<file path="src/rtl/alu_exec_stage.sv">
// Two-stage pipelined KGP-RISC execute stage: S1 holds the accepted op, S2 holds the computed
// result and flags. Elastic valid/ready on both sides, plus the architectural z/s/c flag register.
module alu_exec_stage #(
    parameter int W     = 32,
    parameter int TAG_W = 5
) (
    input  logic             clk,
    input  logic             rst_n,
    input  logic             flush,
    input  logic             in_valid,
    output logic             in_ready,
    input  logic [3:0]       in_op,
    input  logic [W-1:0]     in_a,
    input  logic [W-1:0]     in_b,
    input  logic [4:0]       in_shamt,
    input  logic [TAG_W-1:0] in_tag,
    input  logic             in_upd,
    output logic             out_valid,
    input  logic             out_ready,
    output logic [W-1:0]     out_result,
    output logic [TAG_W-1:0] out_tag,
    output logic             out_err,
    output logic             out_z,
    output logic             out_s,
    output logic             out_c,
    output logic             flag_z,
    output logic             flag_s,
    output logic             flag_c
);
    localparam logic [3:0] OP_MOV  = 4'b0000;
    localparam logic [3:0] OP_ADD  = 4'b0001;
    localparam logic [3:0] OP_AND  = 4'b0010;
    localparam logic [3:0] OP_XOR  = 4'b0011;
    localparam logic [3:0] OP_NEG  = 4'b0101;
    localparam logic [3:0] OP_SLL  = 4'b1100;
    localparam logic [3:0] OP_SRL  = 4'b1110;
    localparam logic [3:0] OP_SRA  = 4'b1111;
    localparam logic [3:0] OP_SLLV = 4'b1000;
    localparam logic [3:0] OP_SRLV = 4'b1010;
    localparam logic [3:0] OP_SRAV = 4'b1011;

    logic             s1_v_reg;
    logic [3:0]       s1_op_reg;
    logic [W-1:0]     s1_a_reg;
    logic [W-1:0]     s1_b_reg;
    logic [4:0]       s1_shamt_reg;
    logic [TAG_W-1:0] s1_tag_reg;
    logic             s1_upd_reg;

    logic             s2_v_reg;
    logic [W-1:0]     s2_result_reg;
    logic [TAG_W-1:0] s2_tag_reg;
    logic             s2_err_reg;
    logic             s2_z_reg;
    logic             s2_s_reg;
    logic             s2_c_reg;
    logic             s2_upd_reg;

    logic             flag_z_reg;
    logic             flag_s_reg;
    logic             flag_c_reg;

    logic             adv1;
    logic             adv2;
    logic             accept;
    logic             retire;

    logic [W-1:0]     result_next;
    logic             err_next;
    logic             z_next;
    logic             s_next;
    logic             c_next;
    logic [W:0]       sum_wide;
    logic [W:0]       neg_wide;
    logic [4:0]       sh_b;

    assign adv2     = !s2_v_reg || out_ready;
    assign adv1     = !s1_v_reg || adv2;
    assign in_ready = adv1;
    // Flush wins over acceptance: a handshake in the flush cycle is consumed but discarded.
    assign accept   = in_valid && adv1 && !flush;
    assign retire   = s2_v_reg && out_ready && s2_upd_reg && !s2_err_reg;

    assign sum_wide = {1'b0, s1_a_reg} + {1'b0, s1_b_reg};
    assign neg_wide = {1'b0, ~s1_b_reg} + {{W{1'b0}}, 1'b1};
    assign sh_b     = s1_b_reg[4:0];

    always_comb begin
        result_next = '0;
        err_next    = 1'b0;
        c_next      = 1'b0;
        case (s1_op_reg)
            OP_MOV:  result_next = s1_a_reg;
            OP_ADD:  begin
                result_next = sum_wide[W-1:0];
                c_next      = sum_wide[W];
            end
            OP_AND:  result_next = s1_a_reg & s1_b_reg;
            OP_XOR:  result_next = s1_a_reg ^ s1_b_reg;
            OP_NEG:  begin
                result_next = neg_wide[W-1:0];
                c_next      = neg_wide[W];
            end
            OP_SLL:  result_next = s1_a_reg << s1_shamt_reg;
            OP_SRL:  result_next = s1_a_reg >> s1_shamt_reg;
            OP_SRA:  result_next = $signed(s1_a_reg) >>> s1_shamt_reg;
            OP_SLLV: result_next = s1_a_reg << sh_b;
            OP_SRLV: result_next = s1_a_reg >> sh_b;
            OP_SRAV: result_next = $signed(s1_a_reg) >>> sh_b;
            default: err_next = 1'b1;
        endcase
        z_next = !err_next && (result_next == '0);
        s_next = result_next[W-1];
    end

    always_ff @(posedge clk or negedge rst_n) begin
        if (!rst_n) begin
            s1_v_reg     <= 1'b0;
            s1_op_reg    <= '0;
            s1_a_reg     <= '0;
            s1_b_reg     <= '0;
            s1_shamt_reg <= '0;
            s1_tag_reg   <= '0;
            s1_upd_reg   <= 1'b0;
        end else begin
            if (flush) begin
                s1_v_reg <= 1'b0;
            end else if (adv1) begin
                s1_v_reg <= in_valid;
            end
            if (accept) begin
                s1_op_reg    <= in_op;
                s1_a_reg     <= in_a;
                s1_b_reg     <= in_b;
                s1_shamt_reg <= in_shamt;
                s1_tag_reg   <= in_tag;
                s1_upd_reg   <= in_upd;
            end
        end
    end

    // S2 data only moves when its slot frees up, so out_* hold steady under backpressure.
    always_ff @(posedge clk or negedge rst_n) begin
        if (!rst_n) begin
            s2_v_reg      <= 1'b0;
            s2_result_reg <= '0;
            s2_tag_reg    <= '0;
            s2_err_reg    <= 1'b0;
            s2_z_reg      <= 1'b0;
            s2_s_reg      <= 1'b0;
            s2_c_reg      <= 1'b0;
            s2_upd_reg    <= 1'b0;
        end else begin
            if (flush) begin
                s2_v_reg <= 1'b0;
            end else if (adv2) begin
                s2_v_reg <= s1_v_reg;
            end
            if (adv2 && s1_v_reg && !flush) begin
                s2_result_reg <= result_next;
                s2_tag_reg    <= s1_tag_reg;
                s2_err_reg    <= err_next;
                s2_z_reg      <= z_next;
                s2_s_reg      <= s_next;
                s2_c_reg      <= c_next;
                s2_upd_reg    <= s1_upd_reg;
            end
        end
    end

    // A result retiring in a flush cycle still commits its flags.
    always_ff @(posedge clk or negedge rst_n) begin
        if (!rst_n) begin
            flag_z_reg <= 1'b0;
            flag_s_reg <= 1'b0;
            flag_c_reg <= 1'b0;
        end else if (retire) begin
            flag_z_reg <= s2_z_reg;
            flag_s_reg <= s2_s_reg;
            flag_c_reg <= s2_c_reg;
        end
    end

    assign out_valid  = s2_v_reg;
    assign out_result = s2_result_reg;
    assign out_tag    = s2_tag_reg;
    assign out_err    = s2_err_reg;
    assign out_z      = s2_z_reg;
    assign out_s      = s2_s_reg;
    assign out_c      = s2_c_reg;
    assign flag_z     = flag_z_reg;
    assign flag_s     = flag_s_reg;
    assign flag_c     = flag_c_reg;
endmodule

</file>
<file path="config.mk">
export PLATFORM = sky130hd
export DESIGN_NAME = alu_exec_stage
export DESIGN_NICKNAME = d
export VERILOG_FILES = /design/src/rtl/alu_exec_stage.sv
export SDC_FILE = /design/constraint.sdc
export NUM_CORES = 1
export LEC_CHECK = 0
export ABC_AREA = 1
export BUFFER_PORTS_ARGS = -buffer_cell sky130_fd_sc_hd__buf_2
export CAP_MARGIN = 20
export CORE_UTILIZATION = 56
export CTS_CLUSTER_SIZE = 16
export DETAILED_ROUTE_END_ITERATION = 6
export GPL_TIMING_DRIVEN = 0
export PLACE_DENSITY = 0.79
export SYNTH_ARGS = -nofsm -noshare
export SYNTH_HDL_FRONTEND = slang
export SYNTH_SLANG_ARGS = --single-unit
</file>
<file path="constraint.sdc">
create_clock -name clk -period 2.5 [get_ports clk]
set_input_delay 0.5 -clock clk [delete_from_list [all_inputs] [get_ports clk]]
set_output_delay 0.5 -clock clk [all_outputs]
set_load 0.02 [all_outputs]
</file>
==> results of run 1 <==
synthesized netlist by cell type, drive strengths merged:
master,number
a22o,1
fa,1
o211ai,6
a32oi,1
a21oi,150
nor3,16
o21bai,3
nand2,747
xor2,2
nand3,743
nor2,272
a221oi,5
clkbuf,62
nand4,41
o2111ai,4
a21boi,1
xnor2,1
o21a,2
or2,4
nand3b,3
ha,33
o221ai,1
a21o,4
a31oi,5
mux2,12
buf,71
o21ai,104
o22ai,16
inv,202
clkinv,6
and3,1
dfrtp,125
metal layers:
layer / track usage, % / overflow
met4: 82.1 / 138
met2: 96.9 / 179
met5: 54.7 / 3
met1: 84.0 / 17
met3: 74.2 / 26
logic make-up after synthesis:
kind of cell / after synthesis
flops: 125
fa+ha+maj: 34
mux: 12
compound gates: 303
buf+inv: 341
simple gates: 1827
xor+xnor: 3
metrics by stage:
| step | TNS [ps] | cell area [sq um] | hold WS (ps) | std cells | worst slack, ps |
|---|---|---|---|---|---|
| after floorplan | 0 | 14900 | 204 | 2645 | 22.0 |
| after CTS | -814 | 18600 | 32.3 | 3222 | -333 |
| after detailed placement | -29400 | 16000 | 459 | 3110 | -1290 |
| after global placement | -113470 | 16000 | 448 | 3109 | -1330 |
timing repair:
action / CTS
endpoints found under the setup margin: 48
gates cloned: 2
pin swaps: 52
resized for setup: 377
setup buffers: 79
hold endpoints to repair: 0
==> impl_metrics.json, run 1 <==
{
  "ctsHtreeMaxLevel": 4,
  "synth_fa_ha_area_share_pct": 2.91,
  "syn-num-nets": 2763,
  "port_buffers": 129,
  "status": "did not finish",
  "synth-seq-cells": 125,
  "die_height_um": 165,
  "num_rows": 59,
  "clock-sinks": 125,
  "ys_seq_area_share_pct": 21.0,
  "synth_xor_area_share_pct": 0.176,
  "clockBufferDepth": 2,
  "yosysTopAreaCell": "nand3_1",
  "syn_area_per_cell_sq_um": 5.63,
  "yosysWarnings": 0,
  "grt_max_degree": 77,
  "cts_root_buffer": "clkbuf_16",
  "dp_hpwl_mm": 60.6,
  "io-pin-count": 130,
  "gp_congestion": 1.21,
  "failing_step": "5_1_grt",
  "start_util_pct": 57.2,
  "fp.dieW_um": 165,
  "postSynthCellCount": 2645,
  "netlist_area_sq_um": 14900,
  "crit_endpoint": "out_z$_DFFE_PN0P_/D",
  "firstError": "[ERROR GRT-0232] Routing congestion too high. Check the congestion heatmap in the GUI.",
  "synth_compound_area_share_pct": 11.6,
  "synthMuxAreaShare_pct": 0.907,
  "cts_buffers": 17,
  "grt-ovfl-total": 363,
  "synth.area.top_cells": "nand3_1, dfrtp_1, nand2_1",
  "holdBufCountCts": 0,
  "synth_top_family_by_area": "simple AND/OR/NAND/NOR gates",
  "grtUsageTotal_pct": 84.5,
  "synth-simple-area-share_pct": 53.7,
  "worst-ep-kind": "register input",
  "synth.top_cell.area_share_pct": 24.9,
  "synth.distinct_cells": 46
}
==> inputs of run 2 (changes only) <==
- CORE_UTILIZATION: 56 -> 40
- CTS_CLUSTER_SIZE: 16 -> default
- PLACE_DENSITY: 0.79 -> default
- PLACE_DENSITY_LB_ADDON: default -> 0.15
- clock period: 2.5 -> 3.2 ns (I/O delays scaled with it)
==> run 2 against run 1 <==
Compared with the run above: the flow now finishes, with violations (DRC); synthesized cell count is the same; area after synthesis is the same.
==> impl_metrics.json, run 2 <==
{
  "cellPowerDensity_nw_per_um2": 627,
  "nFillCells": 3955,
  "status": "finished with violations",
  "grtUsageTotal_pct": 46.7,
  "cp_top_family": "simple AND/OR/NAND/NOR gates",
  "reg2reg_slack_ps": 20,
  "core_sq_um": 36600,
  "switchingPower_mw": 6.26,
  "fin_nets": 2951,
  "mostFrequentLayoutCells": "nand2_1, nand3_1, nor2_1",
  "holdBufCountCts": 0,
  "drc": 4,
  "clk_latency_ps": 460,
  "grt_max_degree": 72,
  "area.growth.synth_to_final_pct": 21.1,
  "grt_pass1_wl_mm": 128,
  "die_height_um": 195,
  "fp.dieW_um": 195,
  "drv_slew": 0,
  "drv_cap": 0,
  "synth.distinct_cells": 46,
  "port_buffers": 129,
  "fin_tns_setup_ps": 0,
  "num_rows": 70,
  "gp_congestion": 1.12,
  "finalPower_mw": 11.3,
  "timing.final.crit_share_pct": 99.4,
  "cts_root_buffer": "clkbuf_16",
  "crit_type": "reg2reg",
  "p_leak_nw": 8.85,
  "whs_ps": 138,
  "vias": 21200,
  "clock-sinks": 125,
  "synth_common_cells": "nand3_1, nand2_1, nor2_1",
  "yosysMostFrequentCell": "nand3_1",
  "r2r_cells": 15,
  "ys_seq_area_share_pct": 21.0,
  "viasPerCell": 6.40,
  "cpMaxStageDelayCell": "nor2_2",
  "netlist_area_sq_um": 14900,
  "cp-startpoint": "s1_op_reg[3]$_DFFE_PN0P_",
  "critical-path-max-stage-delay_ps": 590,
  "layout.cells.non_filler": 3314,
  "violations": "DRC",
  "async_flop_share_pct": 100,
  "worstMarginPinSlew_ps": 982,
  "synth.top_cell.area_share_pct": 24.9,
  "cts_tree": "done",
  "ys.flop_type": "dfrtp_1",
  "cp.arrival_ps": 3530,
  "rsz0062_at_grt": "true",
  "placedCellCount": 3243,
  "critPathLaunchType": "flop",
  "dr.first_iter.drc_count": 3187,
  "path_max_fanout": 10,
  "hp-class": "in2async",
  "fin_crit_ps": 3180,
  "dp_hpwl_mm": 69.6,
  "timing.critical_path.buf_inv": 3,
  "syn-num-nets": 2763,
  "path_clk_slew_ps": 70,
  "grt_pass1_vias": 19000,
  "setup_viol": 0,
  "share_comb_of_total_power_pct": 62.1,
  "slew_headroom_pct": 34.5,
  "regToRegStartpoint": "s1_op_reg[3]$_DFFE_PN0P_",
  "hold_violations": 0,
  "drtPass1Iterations": 7,
  "antenna_found_initial": 2,
  "switching_share_pct": 55.4,
  "wl_per_cell_um": 27.2,
  "cts_buffers": 17,
  "io-pin-count": 130,
  "intPower_mw": 5.04,
  "crit_path_end_kind": "flop",
  "syn_area_per_cell_sq_um": 5.63,
  "clockPowerShare_pct": 16.5,
  "synth-edff-count": 0,
  "worst_path_most_repeated_cell": "nand2_1",
  "start_util_pct": 40.7,
  "clock.fmax_mhz": 314,
  "postSynthCellCount": 2645,
  "grt-ovfl-total": 0,
  "synth-seq-cells": 125,
  "yosysWarnings": 0,
  "synth.area.top_cells": "nand3_1, dfrtp_1, nand2_1",
  "yosysTopAreaCell": "nand3_1",
  "routed_wl_mm": 90.3,
  "final_common_cell": "nand2_1",
  "ctsHtreeMaxLevel": 4,
  "crit_path_cell_trace": "inv_4 > nand3_1 > nor2_2 > clkbuf_2 > nand2_1 > o21ai_0 > inv_1 > nand2_1 > nor2_1 > nand2_1 > nor2_1 > nand3_1 > nor2_1 > nand2_1 > nand2_1",
  "p_seq_share_pct": 21.4,
  "detail-route-antenna-nets": 0,
  "drive_above_1_share_pct": 18.2,
  "fin_skew_ps": 20.9,
  "required_ps": 3550,
  "die_area_sq_um": 38000,
  "crit_cells": 15,
  "fin_util_pct": 49.3,
  "clockBufferDepth": 2,
  "ir_drop_mv": 0.414
}
-- run 2: cell counts after synthesis --
No cell type changed its count.
-- run 2: path summary, 6_finish.rpt --
path / end
worst max register to register: out_z$_DFFE_PN0P_
min in group clk: s1_v_reg$_DFFE_PN0P_
worst min register to register: out_tag[2]$_DFFE_PN0P_
worst min-delay path: s1_b_reg[19]$_DFFE_PN0P_
worst max-delay path: out_z$_DFFE_PN0P_
max in group asynchronous: out_result[13]$_DFFE_PN0P_
-- run 2: routing by layer --
metal	vias up	track usage [%]	part of all wire, %
li1	9316	-	-
met1	9890	58.3	38
met2	1580	67.0	41
met3	419	14.3	13
met4	0	35.6	8.8
met5	-	0	0
-- run 2: through the flow --
step / area [sq um] / setup slack (ps)
floorplan: 14900 / 722
global placement: 16100 / -670
detailed placement: 16200 / -683
CTS: 17000 / 0.421
global route: 18000 / -48.6
finish: 18000 / 20.2
-- run 2: cell families after synthesis --
group	count (synthesis)	synth area share, %
flops	125	21.0
mux	12	0.907
fa+ha+maj	34	2.91
buf+inv	341	9.67
compound gates	303	11.6
simple gates	1827	53.7
xor+xnor	3	0.176
-- run 2: power groups by stage --
stage	combinational (mW)	clock, mW	sequential [mW]
CTS	6.19	1.87	2.38
global placement	6.02	0	2.40
finish	7.02	1.87	2.42
global route	7.43	1.94	2.42
floorplan	3.77	0	2.35
detailed placement	6.03	0	2.41
-- run 2: worst register-to-register path, stage by stage (launching register included) --
cell and delay, ps:
dfrtp_1 430, inv_4 160, nand3_1 140, nor2_2 590, clkbuf_2 440, nand2_1 90, o21ai_0 530, inv_1 120
nand2_1 100, nor2_1 50, nand2_1 130, nor2_1 60, nand3_1 80, nor2_1 50, nand2_1 60, nand2_1 50
-- run 2: layout make-up --
class	count	area, sq um	share of cell area, %
Sequential cell	125	3180	17.6
Buffer	130	783	4.34
Tap cell	468	586	3.25
Clock buffer	17	425	2.36
Timing Repair Buffer	171	1070	5.96
Antenna cell	1	2.50	0.0139
Clock inverter	14	114	0.631
Multi-Input combinational cell	2180	11100	61.3
Inverter	208	812	4.50
-- run 2: what timing repair did --
item                                    in CTS  in global routing
cloned                                       0                  3
gates resized for setup                     78                237
pin swaps                                    4                 28
setup buffers                               13                 26
endpoints found under the setup margin      14                  8
No activity file was read; power rests on OpenSTA's default activity.
